File: src/rtl/nand_op_sequencer.sv
// Multi-cycle sequencer that builds eight bitwise functions from one shared
// NAND unit, evaluating one microstep per clock.

module nand_unit #(
   parameter int WIDTH = 8
) (
   input  logic [WIDTH-1:0] x,
   input  logic [WIDTH-1:0] z,
   output logic [WIDTH-1:0] y
);
   assign y = ~(x & z);
endmodule

// state  | meaning
// S_IDLE | waiting for start; operands captured on start
// S_RUN  | executing one NAND microstep per cycle for the captured opcode
module nand_op_sequencer #(
   parameter int WIDTH = 8,
   parameter int CNT_W = 8
) (
   input  logic             clk,
   input  logic             rst,
   input  logic             start,
   input  logic [2:0]       op,
   input  logic [WIDTH-1:0] a_in,
   input  logic [WIDTH-1:0] b_in,
   output logic             busy,
   output logic             done,
   output logic [WIDTH-1:0] result,
   output logic [CNT_W-1:0] op_count
);
   typedef enum logic {S_IDLE, S_RUN} state_t;

   localparam logic [2:0] SRC_A  = 3'd0;
   localparam logic [2:0] SRC_B  = 3'd1;
   localparam logic [2:0] SRC_T1 = 3'd2;
   localparam logic [2:0] SRC_T2 = 3'd3;
   localparam logic [2:0] SRC_R  = 3'd4;

   localparam logic [1:0] DST_T1 = 2'd0;
   localparam logic [1:0] DST_T2 = 2'd1;
   localparam logic [1:0] DST_R  = 2'd2;

   state_t           state, state_nxt;
   logic [2:0]       op_r, step;
   logic [WIDTH-1:0] a_r, b_r, t1_r, t2_r, r_r;
   logic [2:0]       sel_x, sel_z;
   logic [1:0]       dst;
   logic             last;
   logic [WIDTH-1:0] nand_x, nand_z, nand_y;

   nand_unit #(.WIDTH(WIDTH)) u_nand (
      .x (nand_x),
      .z (nand_z),
      .y (nand_y)
   );

   // Microprogram ROM: operand sources, destination and last-step flag per (op, step)
   always_comb begin
      sel_x = SRC_A;
      sel_z = SRC_B;
      dst   = DST_R;
      last  = 1'b0;
      case (op_r)
         3'd0: last = 1'b1;
         3'd1: begin
            if (step == 3'd0) dst = DST_T1;
            else begin sel_x = SRC_T1; sel_z = SRC_T1; last = 1'b1; end
         end
         3'd2, 3'd3: begin
            case (step)
               3'd0:    begin sel_z = SRC_A; dst = DST_T1; end
               3'd1:    begin sel_x = SRC_B; dst = DST_T2; end
               3'd2:    begin sel_x = SRC_T1; sel_z = SRC_T2; last = (op_r == 3'd2); end
               default: begin sel_x = SRC_R; sel_z = SRC_R; last = 1'b1; end
            endcase
         end
         3'd4, 3'd5: begin
            case (step)
               3'd0:    dst = DST_T1;
               3'd1:    begin sel_z = SRC_T1; dst = DST_T2; end
               3'd2:    begin sel_x = SRC_B; sel_z = SRC_T1; end
               3'd3:    begin sel_x = SRC_T2; sel_z = SRC_R; last = (op_r == 3'd4); end
               default: begin sel_x = SRC_R; sel_z = SRC_R; last = 1'b1; end
            endcase
         end
         3'd6: begin sel_z = SRC_A; last = 1'b1; end
         default: begin
            if (step == 3'd0) begin sel_z = SRC_A; dst = DST_T1; end
            else begin sel_x = SRC_T1; sel_z = SRC_T1; last = 1'b1; end
         end
      endcase
   end

   always_comb begin
      case (sel_x)
         SRC_A:   nand_x = a_r;
         SRC_B:   nand_x = b_r;
         SRC_T1:  nand_x = t1_r;
         SRC_T2:  nand_x = t2_r;
         default: nand_x = r_r;
      endcase
      case (sel_z)
         SRC_A:   nand_z = a_r;
         SRC_B:   nand_z = b_r;
         SRC_T1:  nand_z = t1_r;
         SRC_T2:  nand_z = t2_r;
         default: nand_z = r_r;
      endcase
   end

   always_ff @(posedge clk or posedge rst) begin
      if (rst) state <= S_IDLE;
      else     state <= state_nxt;
   end

   always_comb begin
      state_nxt = state;
      case (state)
         S_IDLE:  if (start) state_nxt = S_RUN;
         default: if (last)  state_nxt = S_IDLE;
      endcase
   end

   always_comb begin
      busy = (state == S_RUN);
   end

   always_ff @(posedge clk or posedge rst) begin
      if (rst) begin
         op_r     <= '0;
         step     <= '0;
         a_r      <= '0;
         b_r      <= '0;
         t1_r     <= '0;
         t2_r     <= '0;
         r_r      <= '0;
         result   <= '0;
         done     <= 1'b0;
         op_count <= '0;
      end else begin
         done <= 1'b0;
         if (state == S_IDLE) begin
            if (start) begin
               op_r <= op;
               a_r  <= a_in;
               b_r  <= b_in;
               step <= '0;
            end
         end else begin
            case (dst)
               DST_T1:  t1_r <= nand_y;
               DST_T2:  t2_r <= nand_y;
               default: r_r  <= nand_y;
            endcase
            if (last) begin
               result   <= nand_y;
               done     <= 1'b1;
               op_count <= op_count + CNT_W'(1);
               step     <= '0;
            end else begin
               step <= step + 3'd1;
            end
         end
      end
   end
endmodule
File: config.mk
export PLATFORM = sky130hd
export DESIGN_NAME = nand_op_sequencer
export DESIGN_NICKNAME = d
export VERILOG_FILES = /design/src/rtl/nand_op_sequencer.sv
export SDC_FILE = /design/constraint.sdc
export NUM_CORES = 1
export LEC_CHECK = 0
export BUFFER_PORTS_ARGS = -buffer_cell sky130_fd_sc_hd__buf_4
export CORE_AREA = 2 2 104 96
export CTS_CLUSTER_SIZE = 10
export DETAILED_ROUTE_END_ITERATION = 10
export DIE_AREA = 0 0 106 98
export SKIP_LAST_GASP = 1
export SYNTH_ARGS = -nofsm -noshare
export SYNTH_HDL_FRONTEND = slang
export SYNTH_SLANG_ARGS = --single-unit
File: constraint.sdc
create_clock -name clk -period 2.6 [get_ports clk]
set_input_delay 0.52 -clock clk [delete_from_list [all_inputs] [get_ports clk]]
set_output_delay 0.52 -clock clk [all_outputs]
set_load 0.02 [all_outputs]
# After elaboration in Yosys (flattened, before gate mapping)

Index checks and enable logic that the tools add are counted.

Bits in registers: 64
Input port bits: 22
Word-level logic and storage cells: 77
Output and inout bits: 18

Equality and inequality tests: 16
Bitwise operators: 4
Mux-type cells: 25
Add/subtract/negate cells: 2
Reduce and logical (&&, ||, !) cells: 19

Operator list:

| kind                                                | number |
|---|---|
| one-hot mux 8 bit (4 select lines)                  | 2 |
| one-hot mux 3 bit (3 select lines)                  | 4 |
| equality test 3 x 2 -> 1 bit, second input constant | 8 |
| one-hot mux 3 bit (5 select lines)                  | 1 |
| equality test 3 x 1 -> 1 bit, second input constant | 4 |
| logical NOT 3 bit                                   | 4 |
| OR reduction 2 bit                                  | 6 |
| AND reduction 2 bit                                 | 5 |
| equality test 3 bit, second input constant          | 3 |
| two-way mux 3 bit                                   | 3 |
| adder 8 x 1 -> 8 bit, second input constant         | 1 |
| bitwise AND 8 bit                                   | 1 |
| NOT 8 bit                                           | 1 |
| one-hot mux 2 bit (2 select lines)                  | 2 |
| two-way mux 1 bit                                   | 6 |
| two-way mux 2 bit                                   | 3 |
| one-hot mux 3 bit (2 select lines)                  | 1 |
| one-hot mux 1 bit (2 select lines)                  | 2 |
| OR reduction 4 bit                                  | 1 |
| adder 3 x 1 -> 3 bit, second input constant         | 1 |
| one-hot mux 1 bit (3 select lines)                  | 1 |
| OR reduction 3 bit                                  | 1 |
| equality test 2 x 1 -> 1 bit, second input constant | 1 |
| logical NOT 2 bit                                   | 1 |
| other kinds (2)                                     | 3 |

# Depth between registers and ports, before layout

Gate-level depths: netlist of the first run.

Word-level depth: 8
Gate-level depth with buffers: 11
Depth with buffers taken out: 10

# Hierarchy

Synthesis of the first run repeated with hierarchy kept, for this count alone.

Cells, all modules: 312
Area total of the unflattened synthesis: 3,494.6 um^2

Modules (own cells, without submodules):

| module            | area an instance (um^2) | instances | cells each | seq. area each (um^2) |
|---|---|---|---|---|
| nand_op_sequencer | 3,464.6                 | 1         | 304        | 1,601.5 |
| nand_unit         | 30.0                    | 1         | 8          | 0.0 |

# Least setup slack after synthesis of the first run

Ideal clock, no wire load.

Path type: flip-flop to flip-flop
Start point: register step[1]
End point: register t2_r[4]
Setup slack: 0.284 ns
Required time: 2.523 ns
Cell stages (with the launch flop): 10
Library setup time: 0.077 ns
Clock period less this slack: 2.316 ns
Arrival time: 2.238 ns
Buffers on the path: 1
Cell sequence: dfrtp_1 inv_1 ha_1 nor2_1 o22ai_2 a32oi_4 buf_6 mux2_1 o221a_2 a21oi_1

Longest elaborated chain between the ends: 8
Elaborated cells on any way between the ends: 31
Classes of those cells: 10 x eq/ne; 13 x mux; 2 x bitwise; 6 x reduce/logical

RTL lines:

| element                                                                                  | line    | source |
|---|---|---|
| from (decl)                                                                              | 45      | `logic [2:0] op_r, step;` |
| from (signal assigned)                                                                   | 162     | `step <= step + 3'd1;` |
| equality test 3 x 2 -> 1 bit, or another cell as far along                               | 71, 79  |  |
| OR reduction 2 bit (no line)                                                             | -       |  |
| one-hot mux 3 bit (2 select lines) or one-hot mux 3 bit (3 select lines) (tied branches) | 79      | `case (step)` |
| one-hot mux 3 bit (5 select lines) or one-hot mux 3 bit (3 select lines) (tied branches) | 64      | `case (op_r)` |
| equality test 3 x 2 -> 1 bit, or another cell as far along                               | 103     | `case (sel_z)` |
| one-hot mux 8 bit (4 select lines), on equally long branches                             | 103, 96 |  |
| bitwise AND 8 bit                                                                        | 11      | `assign y = ~(x & z);` |
| NOT 8 bit                                                                                | 11      |  |
| to (signal assigned)                                                                     | 153     | `DST_T2: t2_r <= nand_y;` |
| to (decl)                                                                                | 46      | `logic [WIDTH-1:0] a_r, b_r, t1_r, t2_r, r_r;` |

Several ways; a longest one is shown, not always the timed one.
A chain may end at the register's enable or synchronous reset.

# Worst setup path in the final report of the first run

Start point: register step[0]
End point: register t1_r[7]

Longest elaborated chain between the ends: 8
Elaborated cells on any way between the ends: 31
Classes of those cells: 9 x eq/ne; 13 x mux; 2 x bitwise; 7 x reduce/logical

RTL lines:

| element                                                                                  | line    | source |
|---|---|---|
| equality test 3 x 2 -> 1 bit, or another cell as far along                               | 71, 79  |  |
| OR reduction 2 bit (no line)                                                             | -       |  |
| one-hot mux 3 bit (2 select lines) or one-hot mux 3 bit (3 select lines) (tied branches) | 79      |  |
| one-hot mux 3 bit (5 select lines) or one-hot mux 3 bit (3 select lines) (tied branches) | 64      |  |
| equality test 3 x 2 -> 1 bit, or another cell as far along                               | 103     |  |
| one-hot mux 8 bit (4 select lines), on equally long branches                             | 103, 96 |  |
| bitwise AND 8 bit                                                                        | 11      |  |
| NOT 8 bit                                                                                | 11      |  |
| to (signal assigned)                                                                     | 152     | `DST_T1: t1_r <= nand_y;` |
| to (decl)                                                                                | 46      |  |

Several ways; a longest one is shown, not always the timed one.

==> results_dict.tcl, run 1 <==
set metrics [dict create \
    post-route-drc-count 0 \
    drt_first_pass_iters 4 \
    die_area_um2 10400 \
    startpoint_type "flip-flop" \
    detailed_placement_hpwl_um 6440 \
    ys_seq_elements 64 \
    netlist.area_leader.share_pct 43.7 \
    worst_path_largest_cell_delay_ns 0.41 \
    worst_slew_slack_as_a_fraction_of_its_limit_pct 64.1 \
    crit_path_cell_trace "inv_1, ha_1, nor2_1, o22ai_2, a32oi_4, buf_12, mux2i_1, o311ai_2, mux2_1" \
    fin_crit_share_pct 92.9 \
    first_global_vias 2931 \
    die_y_um 98 \
    finalWorstPathRequiredPeriod_ns 2.42 \
    maxCapViolations 0 \
    synthTopCellsByArea "dfrtp_1 (44%), mux2_2 (8.9%), mux2i_1 (4.1%), nor2_1 (3.0%), o21ai_0 (2.9%)" \
    first_iter_violations 161 \
    antenna_violating_nets_post_route 0 \
    effective_utilization_at_floorplan_pct 39.0 \
    pin_count_of_the_biggest_net_entering_global_routing 42 \
    final-max-slew-violation-count 0 \
    layout-drive-gt1-share_pct 31.8 \
    wp_data_required_ns 2.83 \
    cts_repair_resize_count 0 \
    number_of_enable_flip_flop_cells_after_synthesis 0 \
    cts_buffers 9 \
    synth-main-ff-cell "dfrtp_1" \
    cts_root_buf "clkbuf_8" \
    synthToLayoutAreaGrowth_pct 19.2 \
    hold_path.class "input pin to async pin" \
    netlist.top_cell.by_area "dfrtp_1" \
    global_route_wire_length_before_repair_um 14800 \
    numClockSinks 64 \
    total_power_mw 6.78 \
    async_flop_share_pct 100 \
    final.hold.worst_slack_ns 0.220 \
    rsz_0062_raised_after_global_routing "false" \
    antennaDiodeCount 0 \
    grt_overall_usage_pct 18.2 \
    achievable-frequency_mhz 414 \
    nets 435 \
    seq_area_frac_synth_pct 43.7 \
    clkLatencyLatePin_ns 0.34 \
    cp_slowest_cell "dfrtp_1" \
    cell_count_after_synthesis 352 \
    cts_tree "yes" \
    synth_cell_types 56 \
    worst-slew-pin-transition_ns 0.537 \
    detailroute.via_count 2899 \
    end_kind "flip-flop" \
    finClkSkew_ns 0.00648 \
    drt-wirelength-per-cell_um 16.5 \
    ff2ff_setup_slack_ns 0.18 \
    io-pin-count 40 \
    routed_via_density 5.42 \
    setup_total_negative_slack_ns 0 \
    final_weighted_congestion_in_routability_driven_placement 0.863 \
    die_width_um 106 \
    placement.io_buffers 39 \
    syn-num-nets 381 \
    setup_violations 0 \
    ir_drop_uv 690 \
    cts.clk_slew.worst_paths_ns 0.07 \
    syn-mean-instance-area_um2 10.4 \
    cts.hold.buffers_added 0 \
    grt_overflow_total 0 \
    synth.yosys.warnings 0 \
    cp_data_arrival_time_ns 2.65 \
    core_um2 9400 \
    total_leakage_power_nw 1.84 \
    finalCoreUtilization_pct 46.5 \
    status "complete, no violations" \
    cts.path.max_buffers 2 \
    antenna_found_initial 0 \
    post_synth_instance_area_um2 3670 \
    hold_viol 0 \
    power-per-cell-area_nw_per_um2 1550 \
    routed_wl_um 8810 \
    post_cts.repair.setup_buffers 0 \
    cts.htree.levels 3 \
    critical_path_type "flip-flop to flip-flop" \
    cp_max_fo 16 \
    placementRows 34 \
]
stage by stage:
stage,instance area [µm²],instances,setup slack [ns]
floorplan,3670,352,0.284
global placement,4210,521,0.207
detailed placement,4210,521,0.162
CTS,4370,535,0.159
global route,4370,535,0.0388
finish,4370,535,0.185
placed cells by master (no fill, tap or decap), drive strengths merged, types with 3 or more instances in the layout:
master    n
a211oi    7
a21oi    14
a32oi     3
and3      3
buf      60
clkbuf   11
dfrtp    64
ha        7
inv       8
mux2     37
mux2i    15
nand2    24
nand2b    4
nand3    14
nand4     5
nand4bb   3
nor2     29
nor2b     8
nor3     14
nor4      3
o211ai    5
o21ai    24
o22a      6
o311ai    5
or2       5
xor2      7
cell families (layout without fill, tap and decap cells):
group                    count (synthesis)  in the layout  synth area share [%]
AND/OR/NAND/NOR                        117            117                  16.6
AO/OA/AOI/OAI                           78             78                  16.0
flip-flops                              64             64                  43.7
multiplexers                            52             52                  15.5
buffers and inverters                   25             82                  3.34
XOR/XNOR                                 9              9                  2.56
adder cells (fa/ha/maj)                  7              7                  2.39
final cells by class:
| cell class | instances | area (µm²) |
|---|---|---|
| Fill cell | 903 | 5030 |
| Clock buffer | 11 | 141 |
| Tap cell | 126 | 158 |
| Sequential cell | 64 | 1600 |
| Clock inverter | 3 | 20.0 |
| Multi-Input combinational cell | 263 | 1950 |
| Timing Repair Buffer | 60 | 475 |
| Inverter | 8 | 30.0 |
flip-flops by register name, indices dropped and copies added, names as in the netlist:
register / cells
op_r: 3
a_r: 8
t2_r: 8
r_r: 8
b_r: 8
busy: 1
done: 1
t1_r: 8
op_count: 8
result: 8
step: 3
synthesized netlist by cell type (all sizes together) (3+ instances only):
cell	count
nor2b	8
buf	10
nand4bb	3
inv	8
mux2	37
o21ai	24
a32oi	3
nand2	24
o211ai	5
nor4	3
or2	5
nor3	14
clkbuf	7
nand2b	4
nor2	29
dfrtp	64
ha	7
o22a	6
and3	3
nand4	5
a21oi	14
xor2	7
o311ai	5
a211oi	7
mux2i	15
nand3	14
worst max-delay path, delay by kind of cell, from the launching register on:
family	cells	cell delay (ns)
mux	2	0.61
simple gates	1	0.21
compound gates	3	0.49
flops	1	0.41
buf+inv	2	0.28
fa+ha+maj	1	0.29
path summary, 6_finish.rpt:
kind,end,startpoint,cells after the start
max reg2reg,t1_r[7]$_DFFE_PP0P_,step[0]$_DFFE_PP0P_,9
min in group clk,op_r[0]$_DFFE_PP0P_,op[0],3
min,result[3]$_DFFE_PP0P_,rst,2
max,t1_r[7]$_DFFE_PP0P_,step[0]$_DFFE_PP0P_,9
min reg2reg,op_count[7]$_DFFE_PP0P_,op_count[7]$_DFFE_PP0P_,1
max in group asynchronous,op_r[0]$_DFFE_PP0P_,rst,3
layer usage:
metal  wire length, µm  track usage, %  share of wire [%]  up-vias
met5                 0               0                  0        -
met4                77            5.26               0.87        0
met3               387            4.54                4.4        7
met2              4250            29.4                 48       70
met1              4090            24.4                 46     1416
li1                  -               -                  -     1406
where the power goes:
group          switching [mW]  internal, mW  total [mW]
Clock                   0.373         0.360       0.733
Combinational            2.22          1.94        4.17
Sequential              0.429          1.45        1.88
Power figures use the tool's default switching activity.
==> run 2, diff against run 1 <==
clock period = 3 ns   (was 2.6 ns; I/O delays follow)
==> results_dict.tcl, run 2 (synthesized netlist as in run 1, its figures left out) <==
set metrics [dict create \
    first_global_vias 3010 \
    power-per-cell-area_nw_per_um2 1350 \
    antenna_found_initial 0 \
    drt_first_pass_iters 5 \
    finalCoreUtilization_pct 45.8 \
    antennaDiodeCount 0 \
    layout_setup_ws_ns 0.351 \
    setup_violations 0 \
    cts.path.max_buffers 2 \
    post-place-ws_ns 0.387 \
    io-pin-count 40 \
    cts_buffers 9 \
    grt_overall_usage_pct 18.4 \
    post-route-drc-count 0 \
    cts.hold.buffers_added 0 \
    total_leakage_power_nw 1.81 \
    final_weighted_congestion_in_routability_driven_placement 0.877 \
    ir_drop_uv 537 \
    routed_wl_um 8990 \
    finClkSkew_ns 0.00796 \
    fin_cells 529 \
    end_kind "flip-flop" \
    die_width_um 106 \
    dp.cells 514 \
    rsz_0062_raised_after_global_routing "false" \
    post_cts.repair.setup_buffers 0 \
    layout_common_cells "dfrtp_1 (64), buf_4 (53), nor2_1 (29), mux2_2 (29), nand2_1 (23)" \
    final.hold.worst_slack_ns 0.471 \
    critical_path_type "flip-flop to flip-flop" \
    maxCapViolations 0 \
    cp_max_fo 16 \
    status "complete, no violations" \
    routed_via_density 5.52 \
    antenna_violating_nets_post_route 0 \
    cts_repair_resize_count 0 \
    cts.clk_slew.worst_paths_ns 0.07 \
    clkLatencyLatePin_ns 0.34 \
    finalWorstPathRequiredPeriod_ns 2.65 \
    worst-slew-pin-transition_ns 0.873 \
    pin_count_of_the_biggest_net_entering_global_routing 65 \
    startpoint_type "flip-flop" \
    global_route_wire_length_before_repair_um 15200 \
    grt_overflow_total 0 \
    layout-drive-gt1-share_pct 30.5 \
    die_y_um 98 \
    achievable-frequency_mhz 377 \
    first_iter_violations 157 \
    detailed_placement_hpwl_um 6360 \
    cts.htree.levels 3 \
    cts_root_buf "clkbuf_8" \
    setup_total_negative_slack_ns 0 \
    core_um2 9400 \
    wp_data_required_ns 3.22 \
    hold_viol 0 \
    numClockSinks 64 \
    layout_commonest_cell "dfrtp_1" \
    worst_slew_slack_as_a_fraction_of_its_limit_pct 41.4 \
    synthToLayoutAreaGrowth_pct 17.4 \
    fin_crit_share_pct 88.3 \
    hold_path.class "input pin to flip-flop" \
    cp_data_arrival_time_ns 2.87 \
    die_area_um2 10400 \
    final-max-slew-violation-count 0 \
    nets 428 \
    cts_tree "yes" \
    effective_utilization_at_floorplan_pct 39.0 \
    placement.io_buffers 39 \
    drt-wirelength-per-cell_um 17.0 \
    detailroute.via_count 2922 \
    placementRows 34 \
]
## run 2: path summary, 6_finish.rpt
check	depth (start not counted)	slack, ns	from	end
max	9	0.35	step[1]$_DFFE_PP0P_	t1_r[7]$_DFFE_PP0P_
min	3	0.47	op[0]	op_r[0]$_DFFE_PP0P_
max reg2reg	9	0.35	step[1]$_DFFE_PP0P_	t1_r[7]$_DFFE_PP0P_
min reg2reg	1	0.48	op_count[7]$_DFFE_PP0P_	op_count[7]$_DFFE_PP0P_
max in group asynchronous	3	1.98	rst	b_r[7]$_DFFE_PP0P_
min in group asynchronous	3	0.51	rst	result[6]$_DFFE_PP0P_
## run 2: critical path, stage by stage, from the launching register on
cell	delay [ns]
dfrtp_1	0.50
inv_1	0.11
ha_1	0.25
nor2_1	0.24
o22ai_2	0.14
a32oi_4	0.16
buf_4	0.32
mux2i_1	0.31
o311ai_2	0.18
mux2_1	0.31
## run 2: area by class of cell
cell class / count / area (µm²)
fillers: 897 / 5090
multi-input cells: 263 / 1950
flip-flops and latches: 64 / 1600
repair buffers: 53 / 398
well taps: 126 / 158
clock buffers: 12 / 155
inverters: 8 / 30.0
clock inverters: 3 / 17.5
## run 2: per-stage QoR
step | total power [mW] | cell area [µm²]
after global routing | 6.31 | 4310
after detailed placement | 5.19 | 4130
final | 5.83 | 4310
after global placement | 5.11 | 4130
after CTS | 5.86 | 4310
after floorplan | 4.19 | 3670
## run 2: report_power, final
part | internal [mW] | leakage (nW) | switching [mW]
logic | 1.59 | 1.00 | 1.95
registers | 1.26 | 0.720 | 0.383
clock network | 0.337 | 0.0882 | 0.312
total | 3.18 | 1.81 | 2.65
## run 2: per-layer routing
layer  vias up  GRT usage (%)  share of wire, %
met5         -              0                 0
met4         0           5.57               1.7
met3        17           3.67               3.3
met2        65           30.7                49
met1      1456           24.4                46
li1       1384              -                 -
==> run 3, diff against run 2 <==
clock period = 2.2 ns   (was 3 ns; I/O delays follow)
==> results_dict.tcl, run 3 (synthesized netlist as in run 1, its figures left out) <==
set metrics [dict create \
    cp_max_fo 14 \
    synthToLayoutAreaGrowth_pct 39.4 \
    cp_slowest_cell "dfrtp_2" \
    grt_overflow_total 0 \
    setup_violations 19 \
    crit_path_cell_trace "inv_4, ha_4, nand4bb_1, and2_4, mux2i_1, o211ai_1, o311ai_4, mux2_4" \
    final.hold.worst_slack_ns 0.110 \
    fin_cells 565 \
    hold_viol 0 \
    effective_utilization_at_floorplan_pct 39.0 \
    layout_commonest_cell "buf_4" \
    antenna_found_initial 0 \
    finalCoreUtilization_pct 54.4 \
    rsz_0062_raised_after_global_routing "true" \
    worst_path_largest_cell_delay_ns 0.47 \
    layout_common_cells "buf_4 (79), dfrtp_1 (60), nor2_1 (25)" \
    post-route-drc-count 0 \
    cts.path.max_buffers 2 \
    fin_crit_share_pct 102 \
    finalWorstPathRequiredPeriod_ns 2.24 \
    end_kind "flip-flop" \
    worst_slew_slack_as_a_fraction_of_its_limit_pct 61.6 \
    wp_data_required_ns 2.43 \
    routed_via_density 5.63 \
    detailed_placement_hpwl_um 6760 \
    io-pin-count 40 \
    placement.io_buffers 39 \
    core_um2 9400 \
    drt_first_pass_iters 4 \
    die_y_um 98 \
    finClkSkew_ns 0.0125 \
    cts_tree "yes" \
    first_iter_violations 178 \
    final-max-slew-violation-count 0 \
    cp_data_arrival_time_ns 2.47 \
    failed_checks "setup timing" \
    layout-drive-gt1-share_pct 49.4 \
    drt-wirelength-per-cell_um 17.6 \
    maxCapViolations 0 \
    worst-slew-pin-transition_ns 0.571 \
    grt_overall_usage_pct 19.2 \
    final_weighted_congestion_in_routability_driven_placement 0.845 \
    antenna_violating_nets_post_route 0 \
    clkLatencyLatePin_ns 0.35 \
    routed_wl_um 9940 \
    layout_setup_ws_ns -0.0402 \
    pin_count_of_the_biggest_net_entering_global_routing 28 \
    achievable-frequency_mhz 446 \
    hold_path.class "input pin to async pin" \
    global_route_wire_length_before_repair_um 15900 \
    die_width_um 106 \
    placementRows 34 \
    first_global_vias 3219 \
    cts_root_buf "clkbuf_8" \
    dp.cells 538 \
    status "finished with violations" \
    detailroute.via_count 3180 \
    cts.htree.levels 3 \
    die_area_um2 10400 \
    startpoint_type "flip-flop" \
    critical_path_type "flip-flop to flip-flop" \
    nets 463 \
    cts.clk_slew.worst_paths_ns 0.08 \
    numClockSinks 64 \
    cts_buffers 9 \
    antennaDiodeCount 0 \
    setup_total_negative_slack_ns -0.359 \
]
==> run 3: area by class of cell <==
type,count,area [µm²]
timing repair buffer,87,732
fill,831,4290
clock inverter,5,56.3
tap,126,158
multi-input combinational,264,2380
inverter,8,37.5
sequential,64,1610
clock buffer,11,141
==> run 3: path summary, 6_finish.rpt <==
check / start / end / slack, ns / depth (start not counted)
worst max-delay path: step[1]$_DFFE_PP0P_ / t1_r[2]$_DFFE_PP0P_ / -0.04 / 8
worst min-delay path: rst / result[2]$_DFFE_PP0P_ / 0.11 / 2
worst max register to register: step[1]$_DFFE_PP0P_ / t1_r[2]$_DFFE_PP0P_ / -0.04 / 8
worst min register to register: op_count[7]$_DFFE_PP0P_ / op_count[7]$_DFFE_PP0P_ / 0.48 / 1
max in group asynchronous: rst / t2_r[3]$_DFFE_PP0P_ / 1.48 / 3
min in group clk: op[0] / op_r[0]$_DFFE_PP0P_ / 0.29 / 3
==> run 3: per-stage QoR <==
step / setup slack, ns / instance area (µm²)
6_report: -0.0402 / 5110
5_1_grt: -0.123 / 5110
3_5_place_dp: -0.0990 / 4440
2_1_floorplan: -0.0113 / 3730
4_1_cts: -0.0627 / 4950
3_3_place_gp: -0.0402 / 4440
==> run 3: per-layer routing <==
layer / wire [µm] / vias up / global-route usage, % / share of wire, %
li1: - / 1455 / - / -
met1: 4280 / 1599 / 25.0 / 43
met2: 4890 / 107 / 31.7 / 49
met3: 556 / 19 / 3.67 / 5.6
met4: 217 / 0 / 7.69 / 2.2
met5: 0 / - / 0 / 0
==> run 3: timing repair <==
| action | in CTS | in global routing |
|---|---|---|
| resized for setup | 49 | 45 |
| hold buffers | 0 | 0 |
| setup buffers | 6 | 3 |
| gates cloned | 1 | 2 |
| pin swaps | 10 | 12 |
| endpoints found under the setup margin | 32 | 36 |
==> run 3: worst max-delay path: cells and delay by family (launching register included) <==
kind,cells,cell delay [ns]
DFF,1,0.47
AOI/OAI and AO/OA,2,0.53
buffers and inverters,1,0.10
and+or+nand+nor,2,0.39
adders and majority gates,1,0.19
muxes,2,0.44
Power of run 3 is not shown: default switching activity piles up to over one toggle a cycle in this logic, so the estimate is an artifact.
